<file path="config.mk">
export PLATFORM = sky130hd
export DESIGN_NAME = spi_target
export DESIGN_NICKNAME = d
export VERILOG_FILES = /design/src/rtl/spi_defs_pkg.sv /design/src/rtl/spi_sync_edge.sv /design/src/rtl/spi_target.sv
export SDC_FILE = /design/constraint.sdc
export NUM_CORES = 1
export LEC_CHECK = 0
export CAP_MARGIN = 10
export CORE_MARGIN = 5
export CORE_UTILIZATION = 37
export DETAILED_ROUTE_END_ITERATION = 12
export PLACE_DENSITY = 0.59
export SETUP_SLACK_MARGIN = 0.5
export SKIP_LAST_GASP = 1
export SYNTH_ARGS = -nofsm -noshare
export SYNTH_HDL_FRONTEND = slang
export SYNTH_SLANG_ARGS = --single-unit
</file>
<file path="constraint.sdc">
create_clock -name clk -period 1.44 [get_ports clk]
set_clock_uncertainty 0.05 [all_clocks]
set_input_delay 0.288 -clock clk [delete_from_list [all_inputs] [get_ports clk]]
set_output_delay 0.288 -clock clk [all_outputs]
set_load 0.01 [all_outputs]
</file>
<file path="src/rtl/spi_defs_pkg.sv">
// Shared SPI definitions used by both the spictrl initiator and spi_target.
//   SPI_BITS       : bits per transfer
//   SPI_IDLE_BYTE  : default filler byte when nothing is queued for transmit
//   SPI_MODE       : {CPOL, CPHA}; both ends are built for mode 0
//   CNT_W          : bit-counter width
//   spi_state_e    : target link state
package spi_defs;
  localparam int             SPI_BITS      = 8;
  localparam logic [7:0]     SPI_IDLE_BYTE = 8'hFF;
  localparam logic [1:0]     SPI_MODE      = 2'b00;
  localparam int             CNT_W         = $clog2(SPI_BITS);

  typedef enum logic {
    ST_IDLE   = 1'b0,
    ST_ACTIVE = 1'b1
  } spi_state_e;
endpackage

</file>
<file path="src/rtl/spi_sync_edge.sv">
// N-stage synchronizer for one asynchronous pad input plus an edge-detect flop.
//   clk, rst : system clock, async active-low reset
//   din      : raw pad input
//   level    : synchronized level
//   rise/fall: one-cycle edge strobes, decoded from two flops (glitch-free)
// RST_VAL sets the idle level the chain powers up at so no false edge fires
// when reset releases.
module spi_sync_edge #(
  parameter int   STAGES  = 2,
  parameter logic RST_VAL = 1'b0
) (
  input  logic clk,
  input  logic rst,
  input  logic din,
  output logic level,
  output logic rise,
  output logic fall
);
  logic [STAGES-1:0] chain;
  logic              prev;

  always_ff @(posedge clk or negedge rst) begin
    if (!rst) begin
      chain <= {STAGES{RST_VAL}};
      prev  <= RST_VAL;
    end else begin
      chain <= {chain[STAGES-2:0], din};
      prev  <= chain[STAGES-1];
    end
  end

  assign level = chain[STAGES-1];
  assign rise  =  level & ~prev;
  assign fall  = ~level &  prev;
endmodule

</file>
<file path="src/rtl/spi_target.sv">
// SPI mode-0 target with a byte-wide register interface.
//   clk, rst             : system clock, async active-low reset
//   txdata/txload        : write the transmit holding register
//   tx_full              : holding register occupied
//   tx_underrun          : pulse, a byte started with nothing queued
//   rxdata/rx_valid      : last received byte and its update strobe
//   rx_overrun           : pulse, byte landed before previous was acked
//   rx_ack               : consumer took rxdata
//   busy                 : link selected
//   spi_sck/mosi/ssel_n  : async pad inputs
//   spi_miso/spi_miso_oe : registered serial output and its pad enable
module spi_target
  import spi_defs::*;
#(
  parameter int                   SYNC_STAGES = 2,
  parameter logic [SPI_BITS-1:0]  IDLE_BYTE   = SPI_IDLE_BYTE
) (
  input  logic                clk,
  input  logic                rst,
  input  logic [SPI_BITS-1:0] txdata,
  input  logic                txload,
  output logic                tx_full,
  output logic                tx_underrun,
  output logic [SPI_BITS-1:0] rxdata,
  output logic                rx_valid,
  output logic                rx_overrun,
  input  logic                rx_ack,
  output logic                busy,
  input  logic                spi_sck,
  input  logic                spi_mosi,
  input  logic                spi_ssel_n,
  output logic                spi_miso,
  output logic                spi_miso_oe
);
  // ---- pad synchronizers: index 0 = SCK, 1 = MOSI, 2 = SSEL_N ----
  localparam int             NIN      = 3;
  localparam logic [NIN-1:0] SYNC_RST = 3'b110;

  logic [NIN-1:0] pad_in, lvl, rise, fall;
  assign pad_in = {spi_ssel_n, spi_mosi, spi_sck};

  for (genvar g = 0; g < NIN; g++) begin : g_sync
    spi_sync_edge #(.STAGES(SYNC_STAGES), .RST_VAL(SYNC_RST[g])) u_sync (
      .clk  (clk),
      .rst  (rst),
      .din  (pad_in[g]),
      .level(lvl[g]),
      .rise (rise[g]),
      .fall (fall[g])
    );
  end

  logic sck_rise, sck_fall, mosi_s, ssel_fall, ssel_rise;
  assign sck_rise  = rise[0];
  assign sck_fall  = fall[0];
  assign mosi_s    = lvl[1];
  assign ssel_fall = fall[2];
  assign ssel_rise = rise[2];

  logic unused_sync;
  assign unused_sync = ^{lvl[0], lvl[2], rise[1], fall[1]};

  // ---- state ----
  spi_state_e state, state_d;

  always_ff @(posedge clk or negedge rst) begin
    if (!rst) state <= ST_IDLE;
    else      state <= state_d;
  end

  always_comb begin
    state_d = state;
    case (state)
      ST_IDLE:   if (ssel_fall) state_d = ST_ACTIVE;
      ST_ACTIVE: if (ssel_rise) state_d = ST_IDLE;
      default:   state_d = ST_IDLE;
    endcase
  end

  // ---- control decode ----
  logic [CNT_W-1:0]      cnt;
  logic [SPI_BITS-1:0]   hold, tx_sh;
  logic [SPI_BITS-2:0]   rx_sh;
  logic                  rx_pend;
  logic                  active_go, start, bit_rise, bit_fall, done, reload;
  logic [SPI_BITS-1:0]   reload_byte;

  // SSEL release beats any SCK edge landing in the same cycle.
  assign active_go = (state == ST_ACTIVE) && !ssel_rise;
  assign start     = (state == ST_IDLE) && ssel_fall;
  assign bit_rise  = active_go && sck_rise;
  // Falls with cnt==0 are the lead-in fall or the fall after completion;
  // the freshly loaded MSB must stay on the line through them.
  assign bit_fall  = active_go && sck_fall && (cnt != '0);
  assign done      = bit_rise && (cnt == CNT_W'(SPI_BITS-1));
  assign reload    = start || done;
  // A txload landing on a reload bypasses the holding register.
  assign reload_byte = txload  ? txdata :
                       tx_full ? hold   : IDLE_BYTE;

  // ---- transmit side ----
  always_ff @(posedge clk or negedge rst) begin
    if (!rst) begin
      hold        <= '0;
      tx_full     <= 1'b0;
      tx_underrun <= 1'b0;
      tx_sh       <= IDLE_BYTE;
      spi_miso    <= 1'b1;
      spi_miso_oe <= 1'b0;
    end else begin
      if (txload) hold <= txdata;

      if (reload)      tx_full <= 1'b0;
      else if (txload) tx_full <= 1'b1;

      tx_underrun <= reload && !txload && !tx_full;

      if (reload)        tx_sh <= reload_byte;
      else if (bit_fall) tx_sh <= {tx_sh[SPI_BITS-2:0], 1'b1};

      // Pad follows the shift register MSB one cycle later while selected.
      spi_miso_oe <= (state_d == ST_ACTIVE);
      spi_miso    <= (state_d == ST_ACTIVE) ? tx_sh[SPI_BITS-1] : 1'b1;
    end
  end

  // ---- receive side ----
  always_ff @(posedge clk or negedge rst) begin
    if (!rst) begin
      cnt        <= '0;
      rx_sh      <= '0;
      rxdata     <= '0;
      rx_valid   <= 1'b0;
      rx_overrun <= 1'b0;
      rx_pend    <= 1'b0;
    end else begin
      if (!active_go)    cnt <= '0;
      else if (sck_rise) cnt <= cnt + CNT_W'(1);

      if (bit_rise) rx_sh <= {rx_sh[SPI_BITS-3:0], mosi_s};
      if (done)     rxdata <= {rx_sh, mosi_s};

      rx_valid   <= done;
      // An ack in the completion cycle consumed the old byte in time.
      rx_overrun <= done && rx_pend && !rx_ack;

      if (done)        rx_pend <= 1'b1;
      else if (rx_ack) rx_pend <= 1'b0;
    end
  end

  assign busy = (state == ST_ACTIVE);
endmodule

</file>
After elaboration in Yosys (flattened, before gate mapping)
Index checks and enable logic that the tools add are counted.
W data, S select, Z words.
- register bits after elaboration: 49
- input bits: 15
- output and inout bits: 15
- word-level logic and storage cells: 62
- add/sub/neg operators: 1
- eq/ne operators: 2
- multiplexer cells: 14
- bitwise gates (word level): 9
- reductions and logical operators: 19
- operators by type and width (kind ; count):
    $mux W8 ; 4
    $logic_and A1 B1 Y1 ; 10
    $mux W1 ; 7
    $mux W3 ; 2
    $reduce_bool A2 Y1 ; 3
    $not A1 Y1 ; 5
    $and A1 B1 Y1 ; 4
    $logic_not A1 Y1 ; 4
    $add A3 B1 Y3 const B ; 1
    $eq A3 B3 Y1 const B ; 1
    $reduce_bool A3 Y1 ; 1
    $ne A2 B2 Y1 const B ; 1
    $pmux W1 S2 ; 1
    $logic_or A1 B1 Y1 ; 1

Depth between registers and ports, before layout
- depth in word-level cells: 9
- depth in mapped cells: 6
- depth with buffers taken out: 6

Modules after synthesis
From an unflattened synthesis, not the netlist that was laid out.
- cells, all modules: 145
- area, all modules: 2042.0 µm²
- modules (own cells, without submodules) (module ; instances ; cells each ; area an instance (µm²) ; seq. area each (µm²)):
    spi_target ; 1 ; 130 ; 1764.2 ; 1037.2
    spi_sync_edge (g_sync[1].u_sync ...) ; 2 ; 5 ; 93.8 ; 78.8
    spi_sync_edge (g_sync[0].u_sync) ; 1 ; 5 ; 90.1 ; 75.1

Least setup slack after synthesis
Ideal clock, no wire load.
- kind: flip-flop to flip-flop
- start: register cnt[0]
- end: register rxdata[1]
- setup time: 0.125 ns
- data arrival time: 1.397 ns
- required time: 1.265 ns
- path slack: -0.132 ns
- cell stages (with the launch flop): 6
- buffers on the path: 1
- period minus slack after synthesis: 1.572 ns
- cells stage by stage: dfrtp_1 ha_1 ha_1 nand4_4 buf_2 mux2_2
- word-level cells in the longest chain between the ends: 2
- RTL lines (item ; RTL line ; RTL):
    from (decl) ; spi_target.sv:81 ; logic [CNT_W-1:0] cnt;
    from (signal assigned) ; spi_target.sv:138 ; else if (sck_rise) cnt <= cnt + CNT_W'(1);
    $eq A3 B3 Y1 ; spi_target.sv:95 ; assign done = bit_rise && (cnt == CNT_W'(SPI_BITS-1));
    $logic_and A1 B1 Y1 ; spi_target.sv:95 ;
    to (signal assigned) ; spi_target.sv:141 ; if (done) rxdata <= {rx_sh, mosi_s};
    to (decl) ; spi_target.sv:24 ; output logic [SPI_BITS-1:0] rxdata,
Every way passes these cells.
A chain may end at the register's enable or synchronous reset.

Worst setup path after layout
- start: register cnt[0]
- end: register tx_sh[0]
- word-level cells in the longest chain between the ends: 4
- elaborated cells on any way between the ends: 7
- classes of those cells: eq/ne: 1; mux: 1; reduce/logical: 5
- RTL lines (item ; RTL line ; RTL):
    $eq A3 B3 Y1 ; spi_target.sv:95 ;
    $logic_and A1 B1 Y1 ; spi_target.sv:95 ;
    $logic_or A1 B1 Y1 ; spi_target.sv:96 ; assign reload = start || done;
    $mux W8 / $reduce_bool A2 Y1 (equally long branches) ; - ;
    to (signal assigned) ; spi_target.sv:118 ; if (reload) tx_sh <= reload_byte;
    to (signal assigned) ; spi_target.sv:119 ; else if (bit_fall) tx_sh <= {tx_sh[SPI_BITS-2:0], 1'b1};
    to (decl) ; spi_target.sv:82 ; logic [SPI_BITS-1:0] hold, tx_sh;
Several ways; a longest one is shown, not always the timed one.

==> results.yml <==
logic_synthesis:
  synth.yosys.seq_area_share: 0.629
  synth_area_um2: 1980
  synthDistinctLibCells: 30
  ys_ff_latch: 49
  ys_warn_count: 0
  syn-num-nets: 154
  synthCells: 136
  synth.avg_cell_area_um2: 14.5
drt:
  viasPerCell: 4.63
  firstDrtPassIters: 4
  wl_um: 3500
  wire_per_inst_um: 13.2
  postRouteAntennaNets: 0
  post-route-drc-count: 0
  drt_iter0_markers: 67
  vias: 1227
timing:
  tightestPinTransition_ps: 277
  period_share: 1.06
  fin_ws_ps: -82.1
  finalMaxSlewViolations: 0
  relSlewSlack: 0.814
  fmax_ghz: 0.657
  hold_viol: 0
  rsz0062_at_grt: "yes"
  post-route-min-period_ps: 1520
  setup_viol: 19
clock_network:
  cts_tree: "yes"
  clk_pin_slew_ps: 90
  cts_buffer_depth: 2
  cts_buffers: 5
  h-tree-depth: 2
  clock_latency_ps: 290
  cts_root_buffer: "clkbuf_8"
  clkSinkCount: 49
place:
  pre_cts_ws_ps: -210
  hpwl_um: 2510
  io_buffers: 29
  gp_congestion: 0.746
die:
  io_pins: 30
  num_rows: 26
  die_h_um: 83.1
  die_w_um: 83.1
  core_um2: 5140
  die_area_um2: 6900
  start_util: 0.385
layout:
  drive_gt1_frac: 0.523
  syn_to_final_growth_pct: 38.6
  fin_nets: 212
  mostFrequentLayoutCells: "dfrtp_1 (34), buf_4 (19), mux2_2 (17)"
  antennaDiodeCount: 0
  final_common_cell: "dfrtp_1"
  fillers: 481
power_and_ir_drop:
  switching_share: 0.249
  seqPwrFrac: 0.575
  pwr-share-comb: 0.174
  p_int_uw: 2310
  power_frac_clock: 0.251
  switching_power_uw: 768
  p_per_area_nw_per_um2: 1120
  irDropWorstVdd_uv: 502
  power_uw: 3080
  leakage_uw: 0.00135
setup_path:
  worstPathMaxFanout: 5
  crit_required_ps: 1620
  worstSetupEndpointType: "register"
  path_class: "reg2reg"
  crit_arrival_ps: 1700
  rrSetupSlack_ps: -80
  worst_setup_path_start_kind: "register"
global_route:
  grt_first_pass_wirelength_um: 5930
  overflow: 0
  grt_usage: 0.106
  grt_max_degree: 50
  grt_pass1_vias: 1295
  antenna_found_initial: 0
hold_path:
  worstHoldPathType: "in2reg"
run_status:
  failed_checks: "negative setup slack"
  status: "finished with violations"
flow_run:
  maxCapViolations: 0
## power by group through the flow
stage	Clock, uW	Sequential (uW)	Combinational, uW
2_1_floorplan	0	1770	311
3_3_place_gp	0	1790	472
3_5_place_dp	0	1800	498
4_1_cts	817	1780	515
5_1_grt	866	1800	589
6_report	773	1770	537
## state kept, by name (all words and copies together) (netlist names), 2 cells and up
signal and flops:
g_sync.u_sync.chain 6, g_sync.u_sync.prev 2, tx_sh 8, hold 8
rxdata 8, rx_sh 7, cnt 3
## per-layer routing
metal	vias up	part of all wire	global-route usage
met3	5	0.052	0.0386
met1	608	0.42	0.123
met4	0	0.012	0.0386
li1	586	-	-
met2	28	0.52	0.178
met5	-	0	0
## worst paths after layout
kind	end	depth (start not counted)	startpoint
max in group asynchronous	tx_sh[7]	3	rst
worst min-delay path	tx_underrun	2	txload
worst max-delay path	tx_sh[0]	6	cnt[0]
worst min register to register	g_sync[1].u_sync.chain[1]	0	g_sync[1].u_sync.chain[0]
worst max register to register	tx_sh[0]	6	cnt[0]
min in group asynchronous	g_sync[0].u_sync.prev	3	rst
## stage by stage
stage / hold slack (ps) / std cells / area [um^2] / TNS (ps) / utilization
after floorplan: -57.6 / 136 / 2070 / -38.9 / -
final: 184 / 265 / 2740 / -695 / 0.533
after detailed placement: 242 / 245 / 2560 / -2220 / 0.498
after global placement: 239 / 245 / 2560 / -1530 / 0.498
after global routing: 173 / 265 / 2740 / -1960 / 0.533
after CTS: 300 / 260 / 2650 / -1180 / 0.516
## synthesized netlist by cell type
cell type / count / area (um^2)
dfstp_2: 14 / 368
a21oi_1: 1 / 5.00
nor2b_2: 1 / 8.76
mux2i_1: 15 / 150
nor2b_1: 1 / 6.26
nand3b_1: 1 / 7.51
nand3_1: 1 / 5.00
buf_4: 2 / 15.0
nand4_4: 1 / 21.3
clkinv_1: 1 / 3.75
o31a_1: 1 / 8.76
nand2b_1: 3 / 18.8
dfrtp_1: 35 / 876
o2111ai_1: 1 / 8.76
buf_6: 1 / 11.3
o21a_1: 1 / 7.51
nor3_1: 1 / 5.00
mux2_2: 23 / 259
inv_1: 5 / 18.8
nand2_1: 4 / 15.0
ha_1: 3 / 37.5
nand2b_2: 1 / 8.76
o22ai_1: 6 / 37.5
xnor2_1: 1 / 8.76
clkbuf_2: 1 / 5.00
o2111ai_2: 1 / 15.0
nor2_1: 6 / 22.5
buf_2: 2 / 10.0
o21ai_0: 1 / 5.00
and2b_1: 1 / 7.51
## cell type report
type / count / area [um^2] / share of cell area
inverter: 6 / 22.5 / 0.00822
clock buffer: 7 / 76.3 / 0.0279
multi-input combinational: 75 / 779 / 0.284
tap: 70 / 87.6 / 0.0320
clock inverter: 1 / 7.51 / 0.00274
timing repair buffer: 57 / 522 / 0.190
sequential: 49 / 1240 / 0.454
## kinds of logic (layout without fill, tap and decap cells)
group | count (synthesis) | count (layout) | synth area share
AND/OR/NAND/NOR | 21 | 21 | 0.0639
multiplexers | 38 | 38 | 0.207
XOR/XNOR | 1 | 1 | 0.00443
AO/OA/AOI/OAI | 12 | 12 | 0.0443
adder cells (fa/ha/maj) | 3 | 3 | 0.0190
buffers and inverters | 12 | 71 | 0.0323
flip-flops | 49 | 49 | 0.629
## critical path, cell delays in order, from the launching register on
cell	delay [ps]
dfrtp_1	380
ha_2	200
ha_4	140
nand4_4	130
o21a_4	160
clkbuf_16	160
o31a_1	240
## timing repair
action                                  CTS  global route
resized for setup                        65            13
endpoints found under the hold margin    35             0
pin swaps                                 1             1
setup buffers                             6             4
hold buffers                              1             0
gates cloned                              0             1
endpoints found under the setup margin   56            55
Power figures use the tool's default switching activity.
